**config.mk**
```make
export PLATFORM = sky130hd
export DESIGN_NAME = display_scanner
export DESIGN_NICKNAME = d
export VERILOG_FILES = /design/src/rtl/display_scanner_pkg.sv /design/src/rtl/scan_timer.sv /design/src/rtl/display_scanner.sv
export SDC_FILE = /design/constraint.sdc
export NUM_CORES = 1
export LEC_CHECK = 0
export ABC_AREA = 1
export CORE_MARGIN = 4
export CORE_UTILIZATION = 40
export DETAILED_ROUTE_END_ITERATION = 16
export GPL_TIMING_DRIVEN = 0
export MAX_ROUTING_LAYER = met4
export SETUP_SLACK_MARGIN = 0.05
export SYNTH_ARGS = -nofsm -noshare
export SYNTH_HDL_FRONTEND = slang
export SYNTH_SLANG_ARGS = --single-unit
```
**constraint.sdc**
```tcl
create_clock -name CLK -period 1.6 [get_ports CLK]
set_input_delay 0.24 -clock CLK [delete_from_list [all_inputs] [get_ports CLK]]
set_output_delay 0.24 -clock CLK [all_outputs]
set_load 0.03 [all_outputs]
```
**src/rtl/display_scanner_pkg.sv**
```systemverilog
// Shared definitions for the display scanner: scan state encoding and width helpers.
package display_scanner_pkg;

    typedef enum logic {
        ST_GAP  = 1'b0,
        ST_SHOW = 1'b1
    } scan_state_t;

    // Counter must hold max(DWELL_CYCLES, GAP_CYCLES) - 1; never narrower than one bit.
    function automatic int cnt_width(input int dwell, input int gap);
        int m;
        m = (dwell > gap) ? dwell : gap;
        return (m < 2) ? 1 : $clog2(m);
    endfunction

    function automatic int idx_width(input int n);
        return (n < 2) ? 1 : $clog2(n);
    endfunction

endpackage

```
**src/rtl/scan_timer.sv**
```systemverilog
// Loadable down-counter; tc is high while the count sits at zero.
module scan_timer #(
    parameter int WIDTH = 4
) (
    input  logic             clk,
    input  logic             rst,
    input  logic             load,
    input  logic [WIDTH-1:0] load_value,
    output logic             tc
);

    logic [WIDTH-1:0] count;

    always_ff @(posedge clk) begin
        if (rst) begin
            count <= '0;
        end else if (load) begin
            count <= load_value;
        end else if (count != '0) begin
            count <= count - 1'b1;
        end
    end

    assign tc = (count == '0);

endmodule

```
**src/rtl/display_scanner.sv**
```systemverilog
// Multi-digit 7-segment scan controller with gap blanking and frame-synchronous updates.
// Optional leading-zero suppression is compiled in with DISPLAY_LZS_EN.
module display_scanner
    import display_scanner_pkg::*;
#(
    parameter int NUM_DIGITS   = 4,
    parameter int DWELL_CYCLES = 50000,
    parameter int GAP_CYCLES   = 16
) (
    input  logic                    CLK,
    input  logic                    RST,
    input  logic                    Load,
    input  logic [4*NUM_DIGITS-1:0] Value,
    input  logic [NUM_DIGITS-1:0]   DigitMask,
    output logic [3:0]              Binary,
    output logic [NUM_DIGITS-1:0]   DigitSel,
    output logic                    Frame
);

    localparam int CW = cnt_width(DWELL_CYCLES, GAP_CYCLES);
    localparam int IW = idx_width(NUM_DIGITS);
    localparam logic [CW-1:0] GAP_LOAD   = CW'(GAP_CYCLES - 1);
    localparam logic [CW-1:0] DWELL_LOAD = CW'(DWELL_CYCLES - 1);
    localparam logic [IW-1:0] LAST_IDX   = IW'(NUM_DIGITS - 1);

    scan_state_t             state;
    logic [IW-1:0]           index;
    logic                    restart;
    logic [4*NUM_DIGITS-1:0] shadow_value, active_value;
    logic [NUM_DIGITS-1:0]   shadow_mask, active_mask, eff_mask;

    logic                    tc, show_done, gap_done, boundary, timer_load;
    logic [CW-1:0]           timer_value;
    logic [IW-1:0]           next_index;
    logic [4*NUM_DIGITS-1:0] new_value, entry_value;
    logic [NUM_DIGITS-1:0]   new_mask, sel_show;
    logic [3:0]              entry_nibble;

    // restart marks the first cycle after reset, which is itself a frame boundary.
    assign show_done   = (state == ST_SHOW) && tc && !restart;
    assign gap_done    = (state == ST_GAP) && tc && !restart;
    assign boundary    = restart || (show_done && (index == LAST_IDX));
    assign next_index  = boundary ? '0 : index + 1'b1;
    assign new_value   = Load ? Value : shadow_value;
    assign new_mask    = Load ? DigitMask : shadow_mask;
    assign entry_value = boundary ? new_value : active_value;
    assign timer_load  = restart || show_done || gap_done;
    assign timer_value = gap_done ? DWELL_LOAD : GAP_LOAD;

`ifdef DISPLAY_LZS_EN
    logic [NUM_DIGITS-1:0] supp_mask, new_supp;
    logic                  zero_above;

    // A digit goes dark when it and every more significant nibble are zero; digit 0 always shows.
    always_comb begin
        new_supp   = '0;
        zero_above = 1'b1;
        for (int k = NUM_DIGITS - 1; k >= 1; k--) begin
            zero_above  = zero_above && (new_value[4*k +: 4] == 4'h0);
            new_supp[k] = zero_above;
        end
    end

    assign eff_mask = active_mask & ~supp_mask;
`else
    assign eff_mask = active_mask;
`endif

    always_comb begin
        entry_nibble = 4'h0;
        sel_show     = '0;
        for (int k = 0; k < NUM_DIGITS; k++) begin
            if (IW'(k) == next_index) entry_nibble = entry_value[4*k +: 4];
            sel_show[k] = (IW'(k) == index) && eff_mask[k];
        end
    end

    scan_timer #(.WIDTH(CW)) u_timer (
        .clk        (CLK),
        .rst        (RST),
        .load       (timer_load),
        .load_value (timer_value),
        .tc         (tc)
    );

    always_ff @(posedge CLK) begin
        if (RST) begin
            state        <= ST_GAP;
            index        <= '0;
            restart      <= 1'b1;
            shadow_value <= '0;
            shadow_mask  <= '0;
            active_value <= '0;
            active_mask  <= '0;
`ifdef DISPLAY_LZS_EN
            supp_mask    <= '0;
`endif
            Binary       <= 4'h0;
            DigitSel     <= '0;
            Frame        <= 1'b0;
        end else begin
            Frame <= 1'b0;
            if (Load) begin
                shadow_value <= Value;
                shadow_mask  <= DigitMask;
            end
            if (restart || show_done) begin
                state    <= ST_GAP;
                index    <= next_index;
                restart  <= 1'b0;
                Binary   <= entry_nibble;
                DigitSel <= '0;
                if (boundary) begin
                    active_value <= new_value;
                    active_mask  <= new_mask;
`ifdef DISPLAY_LZS_EN
                    supp_mask    <= new_supp;
`endif
                end
            end else if (gap_done) begin
                state    <= ST_SHOW;
                DigitSel <= sel_show;
                Frame    <= (index == '0);
            end
        end
    end

endmodule

```
==> results.tsv <==
metric	value	unit
Worst Path Arrival	1.90	ns
Slowest cell on crit path	dfxtp_2	
CTS tree	done	
fmax	595	MHz
#FFs+latches synth	69	
Final Core Density	0.558	
DRT iter0 DRCs	99	
vias in the first global route	2621	
Hold-fix buffers, CTS	0	
largest area contributor in the netlist	dfxtp_1	
first-pass GRT wire length	12000	um
normalized max-slew margin	0.565	
setup slack at placement	-0.175	ns
GP Congestion	0.860	
Cells after Synth	378	
Starting Density	0.418	
setup TNS	-0.435	ns
Psw	1.22	mW
cell area after layout	4090	um^2
Final Hold Fails	0	
# setup viols final	16	
die area	9120	um^2
H-tree levels	3	
Final #Nets	463	
Die Ht	95.5	um
CP Capture Type	flop	
DRT Pass-1 Iters	4	
Routed Antenna Nets	0	
largest net degree at the start of global routing	12	
power share of the clock group	0.365	
Area Overhead vs Synth	33.7	%
Req. time, crit path	1.82	ns
Sw Share	0.277	
Slew @ Worst Pin	0.652	ns
Synth top area share	0.451	
unrepaired setup endpoints after global routing	true	
Netlist cell types	33	
CTS root buffer	clkbuf_8	
setup slack after layout	-0.0796	ns
total grt overflow	0	
Int Power	3.18	mW
Chip Width	95.5	um
Synthesized Nets	407	
P_leak	1.82	nW
fin. max-slew vios	0	
syn_area_per_cell	8.10	um^2
Sequential Power Share	0.437	
Tmin final	1.68	ns
Worst Skew	0.00560	ns
Gate power share	0.198	
ant diodes	0	
Peak VDD IR	0.000538	V
mapped cell area	3060	um^2
antenna violations before repair	0	
total track usage	0.174	
CP Class	flop to flop	
DRC	0	
CTS max path bufs	2	
port buffer count	29	
Final Power	4.40	mW
layout cells sized above 1	0.257	
Total Routed Length	6890	um
R2R Setup Slk	-0.08	ns
Crit path largest cell delay	0.35	ns
# fillers	654	
row cnt	31	
max-cap viol count	0	
via/cell ratio	4.83	
largest cells by area after synthesis	dfxtp_1, nand2_1, nor2_1, mux2i_1, inv_1	
violated checks	negative setup slack	
share of the yosys chip area belonging to registers	0.451	
Core ar.	7330	um^2
critical-path maximum fanout	6	
CTS clk-pin slew, worst paths	0.07	ns
most frequent cell on the critical path	nand2_2	
DR vias	2600	
Worst Setup Start Kind	flop	
clk_lat worst skew	0.35	ns
Ports	32	
Final period util	1.05	
pwr dens	1070	nW/um^2
DP HPWL	4650	um
CTS Buf Count	9	
status	finished, violations left	
routed len/inst	12.8	um
Sink Count	69	
crit-path cells	nor2_4 -> nand2_2 -> nor2_2 -> nand2_2 -> nand2_4 -> nand3_4 -> buf_8 -> clkinv_8 -> nand2_4 -> nand2_2 -> nor2_2 -> nor2_1 -> a21oi_1	
placed cell area	3490	um^2
Hold/Removal Path Class	input port to flop	
Yosys Warn Count	0	
[power by group through the flow]
stage	Sequential, mW	Combinational [mW]	Clock [mW]
final	1.92	0.870	1.60
after global routing	1.94	0.974	1.73
after global placement	1.95	0.680	0
after floorplan	1.95	0.506	0
after CTS	1.91	0.800	1.65
after detailed placement	1.95	0.690	0
[stage by stage]
stage,cells,hold WS (ns)
4_1_cts,535,0.253
3_3_place_gp,506,0.447
3_5_place_dp,506,0.453
6_report,538,0.271
2_1_floorplan,378,0.407
5_1_grt,538,0.334
[routing by layer]
layer  global-route usage  share of wire
met5                    -              0
met3               0.0450          0.053
met2                0.276           0.47
met1                0.216           0.46
met4               0.0604          0.012
[state kept, by name, indices dropped and copies added, names as in the netlist]
signal         cells
active_mask        4
state              1
index              2
u_timer.count     16
shadow_value      16
Binary             4
active_value      16
restart            1
DigitSel           4
shadow_mask        4
Frame              1
[cells by family after synthesis]
logic type                 Yosys count  share of synthesized area
and+or+nand+nor                    181                      0.263
DFF                                 69                      0.451
buffers and inverters               54                     0.0801
AOI/OAI and AO/OA                   42                      0.101
muxes                               14                     0.0458
xor gates and xnor gates            12                     0.0343
adders and majority gates            6                     0.0245
[area by class of cell]
| cell class | count | area, um^2 | area share |
|---|---|---|---|
| Sequential cell | 69 | 1400 | 0.342 |
| Clock buffer | 12 | 155 | 0.0379 |
| Timing Repair Buffer | 45 | 449 | 0.110 |
| Clock inverter | 4 | 70.1 | 0.0171 |
| Inverter | 38 | 169 | 0.0413 |
| Buffer | 16 | 110 | 0.0269 |
| Tap cell | 99 | 124 | 0.0303 |
| Multi-Input combinational cell | 255 | 1620 | 0.395 |
[Yosys cell counts]
master / n
a211oi_2: 10
a211oi_1: 1
inv_1: 35
inv_4: 1
nor3_2: 1
nand2_4: 1
clkinv_1: 1
xnor2_1: 3
nor2_1: 66
nor2_4: 1
nor3_1: 2
mux2i_1: 14
buf_6: 4
buf_2: 4
o21a_1: 2
nand4_1: 17
o21ai_0: 10
nor2_2: 5
o21ai_2: 1
nand2_1: 70
ha_1: 6
o21ai_4: 1
nand4_2: 1
nand3_4: 1
clkinv_2: 1
nand3_1: 13
o31ai_1: 1
a21oi_1: 16
clkbuf_1: 7
xor2_1: 9
nand2_2: 3
dfxtp_1: 69
buf_4: 1
[layout by cell type, fill, tap and decap left out, types with 11 or more instances in the layout]
cell type and n:
inv_1 31, clkdlybuf4s50_1 20, dfxtp_1 58, buf_4 13, mux2i_1 14, nand3_1 12
nor2_1 55, a21oi_1 15, nor2_2 11, nand2_1 58, nand2_2 12, nand4_1 17
clkbuf_8 11
[worst max-delay path: cells and delay by family (launching register included)]
family / cells / cell delay, ns
and+or+nand+nor: 10 / 0.88
DFF: 1 / 0.35
buffers and inverters: 2 / 0.24
AOI/OAI and AO/OA: 1 / 0.07
[worst paths after layout]
| path | startpoint | to | depth (start not counted) |
|---|---|---|---|
| min reg2reg | active_value[13] | active_value[13] | 2 |
| min | Load | shadow_value[1] | 4 |
| max reg2reg | u_timer.count[11] | Binary[0] | 13 |
| max | u_timer.count[11] | Binary[0] | 13 |
[what timing repair did]
action | in CTS | in global routing
setup endpoints to repair | 38 | 35
gates resized for setup | 48 | 30
setup buffers | 12 | 2
pin swaps | 18 | 12
cloned | 1 | 1
Note: power is estimated with default switching activity, not from simulation.
==> RTL change (same flow settings) <==
Set the parameter `NUM_DIGITS` to 8 (it was 4).
--- a/src/rtl/display_scanner.sv
+++ b/src/rtl/display_scanner.sv
@@ -5,3 +5,3 @@
 #(
-    parameter int NUM_DIGITS   = 4,
+    parameter int NUM_DIGITS   = 8,
     parameter int DWELL_CYCLES = 50000,
Ports: changed (resized DigitMask, DigitSel and Value); port bits go from 32 to 56. No check against the original RTL was run, so the function may have changed too.
==> RTL change against the unedited design <==
The run still ends with negative setup slack left; sequential cell count is 45 higher; non-clock buffer count up 55; worst setup slack got worse by 0.34 ns; sequential share of layout area fell by 0.61 points; power increased by 89%; final area up 68%; synthesized area is 57% higher; wire length is 78% higher; critical endpoint unchanged.
==> RTL change: results (changes against the unedited design) <==
metric;value;unit;change
outcome;finished, violations left;;unchanged
yosysSeqAreaShare;0.474;;was 0.451
setup_tns;-7.44;ns;was -0.435 ns
critPathTopFamily;simple AND/OR/NAND/NOR gates;;unchanged
htree_num_levels;4;;was 3
path_max_fanout;7;;was 6
hold_path_class;in -> reg;;unchanged
cp_slowest_cell;dfxtp_4;;was dfxtp_2
nNetsFinal;766;;was 463
viasPerCell;4.84;;was 4.83
fin_skew;0.00845;ns;was 0.00560 ns
antenna_found_initial;0;;unchanged
arrival;2.33;ns;was 1.90 ns
largest_registers;active_value (32), shadow_value (32), u_timer.count (16);;was active_value (16), shadow_value (16), u_timer.count (16)
syn_area_per_cell;7.93;µm²;was 8.10 µm²
first_pass_iters;4;;unchanged
cts.path.max_buffers;2;;unchanged
yosys_warnings;0;;unchanged
grt_start_max_net_pins;17;;was 12
wl;12.3;mm;was 6.89 mm
place.gp.congestion;0.813;;was 0.860
power_leakage;3.13;nW;was 1.82 nW
dp.cells;805;;was 506
hold_slack;0.263;ns;was 0.271 ns
placed_area;0.00560;mm²;was 0.00349 mm²
synth.net_count;659;;was 407
hold_start;Load;;unchanged
setup_viol_count_final;48;;was 16
grt_usage;0.184;;was 0.174
worstReg2RegStart;u_timer.count[4];;was u_timer.count[11]
antenna_cells;0;;unchanged
period_needed;2.02;ns;was 1.68 ns
ir_drop;0.806;mV;was 0.538 mV
drt_iter0_drc;308;;was 99
synth_ff_type;dfxtp_1;;unchanged
layoutNonFillerInstCount;870;;was 538
preCtsSetupSlack;-0.444;ns;was -0.175 ns
worst_skew_pair.late_latency;0.41;ns;was 0.35 ns
io_buffers;54;;was 29
hold_depth;4;;unchanged
rr_worst_depth;16;;was 13
synth_cell_types;34;;was 33
ys_top_cells_by_area;dfxtp_1 47%, nor2_1 9.7%, nand2_1 8.0%, mux2i_1 7.1%, inv_1 4.8%;;was dfxtp_1 45%, nand2_1 8.6%, nor2_1 8.1%, mux2i_1 4.6%, inv_1 4.3%
numCtsBuffers;17;;was 9
clk_pin_slew;0.05;ns;was 0.07 ns
grt_pass1_vias;4237;;was 2,621
ctsRootBufferMaster;clkbuf_16;;was clkbuf_8
setup_ws;-0.422;ns;was -0.0796 ns
synthArstFlopShare;0;;unchanged
hold_end;shadow_value[0];;was shadow_value[1]
grt_pass1_wl;20.1;mm;was 12.0 mm
violations;negative setup slack;;unchanged
final_layout_size_suffix_gt1_frac;0.242;;was 0.257
rr_endpoint;Binary[0];;unchanged
synthTopCellsByCount;125 x nor2_1, 114 x dfxtp_1, 103 x nand2_1, 62 x inv_1, 34 x mux2i_1;;was 70 x nand2_1, 69 x dfxtp_1, 66 x nor2_1, 35 x inv_1, 17 x nand4_1
max_slew_margin;0.656;;was 0.565
place.detailed.hpwl;8.05;mm;was 4.65 mm
==> RTL change: cell type report <==
cell class,instances,area [µm²]
clock buffer,22,484
timing repair buffer,88,842
sequential,114,2310
inverter,65,253
fill,1009,4740
tap,143,179
clock inverter,9,105
multi-input combinational,401,2490
buffer,28,209
==> RTL change: power breakdown <==
part           internal, W  switching (W)
combinational     0.000665       0.000784
clock              0.00244        0.00129
sequential         0.00304       0.000102
==> RTL change: timing repair <==
action,in CTS,in global routing
hold endpoints to repair,0,0
pin swaps,26,22
endpoints found under the setup margin,78,99
gates resized for setup,75,56
cloned,2,0
buffers inserted,22,12
==> RTL change: cells by family (layout without fill, tap and decap cells) <==
| logic type | count (synthesis) | after routing | synth area share |
|---|---|---|---|
| flip-flops | 114 | 114 | 0.474 |
| AO/OA/AOI/OAI | 65 | 65 | 0.0797 |
| XOR/XNOR | 13 | 13 | 0.0236 |
| multiplexers | 34 | 34 | 0.0706 |
| AND/OR/NAND/NOR | 281 | 281 | 0.249 |
| adder cells (fa/ha/maj) | 8 | 8 | 0.0208 |
| buffers and inverters | 93 | 212 | 0.0823 |
==> RTL change: layer usage <==
layer	share of wire	GRT usage	wire [µm]
met5	0	-	0
met4	0.017	0.0564	214
met3	0.036	0.0457	442
met2	0.50	0.311	6140
met1	0.45	0.217	5470
==> RTL change: how the worst max path moves through the flow <==
| stage | start | end | cells after the start |
|---|---|---|---|
| 2_1_floorplan | u_timer.count[0] | Binary[3] | 17 |
| 3_3_place_gp | u_timer.count[4] | Binary[1] | 15 |
| 3_5_place_dp | u_timer.count[4] | Binary[1] | 15 |
| 4_1_cts | u_timer.count[0] | Binary[1] | 17 |
| 5_1_grt | u_timer.count[4] | Binary[1] | 17 |
| 6_report | u_timer.count[4] | Binary[0] | 16 |
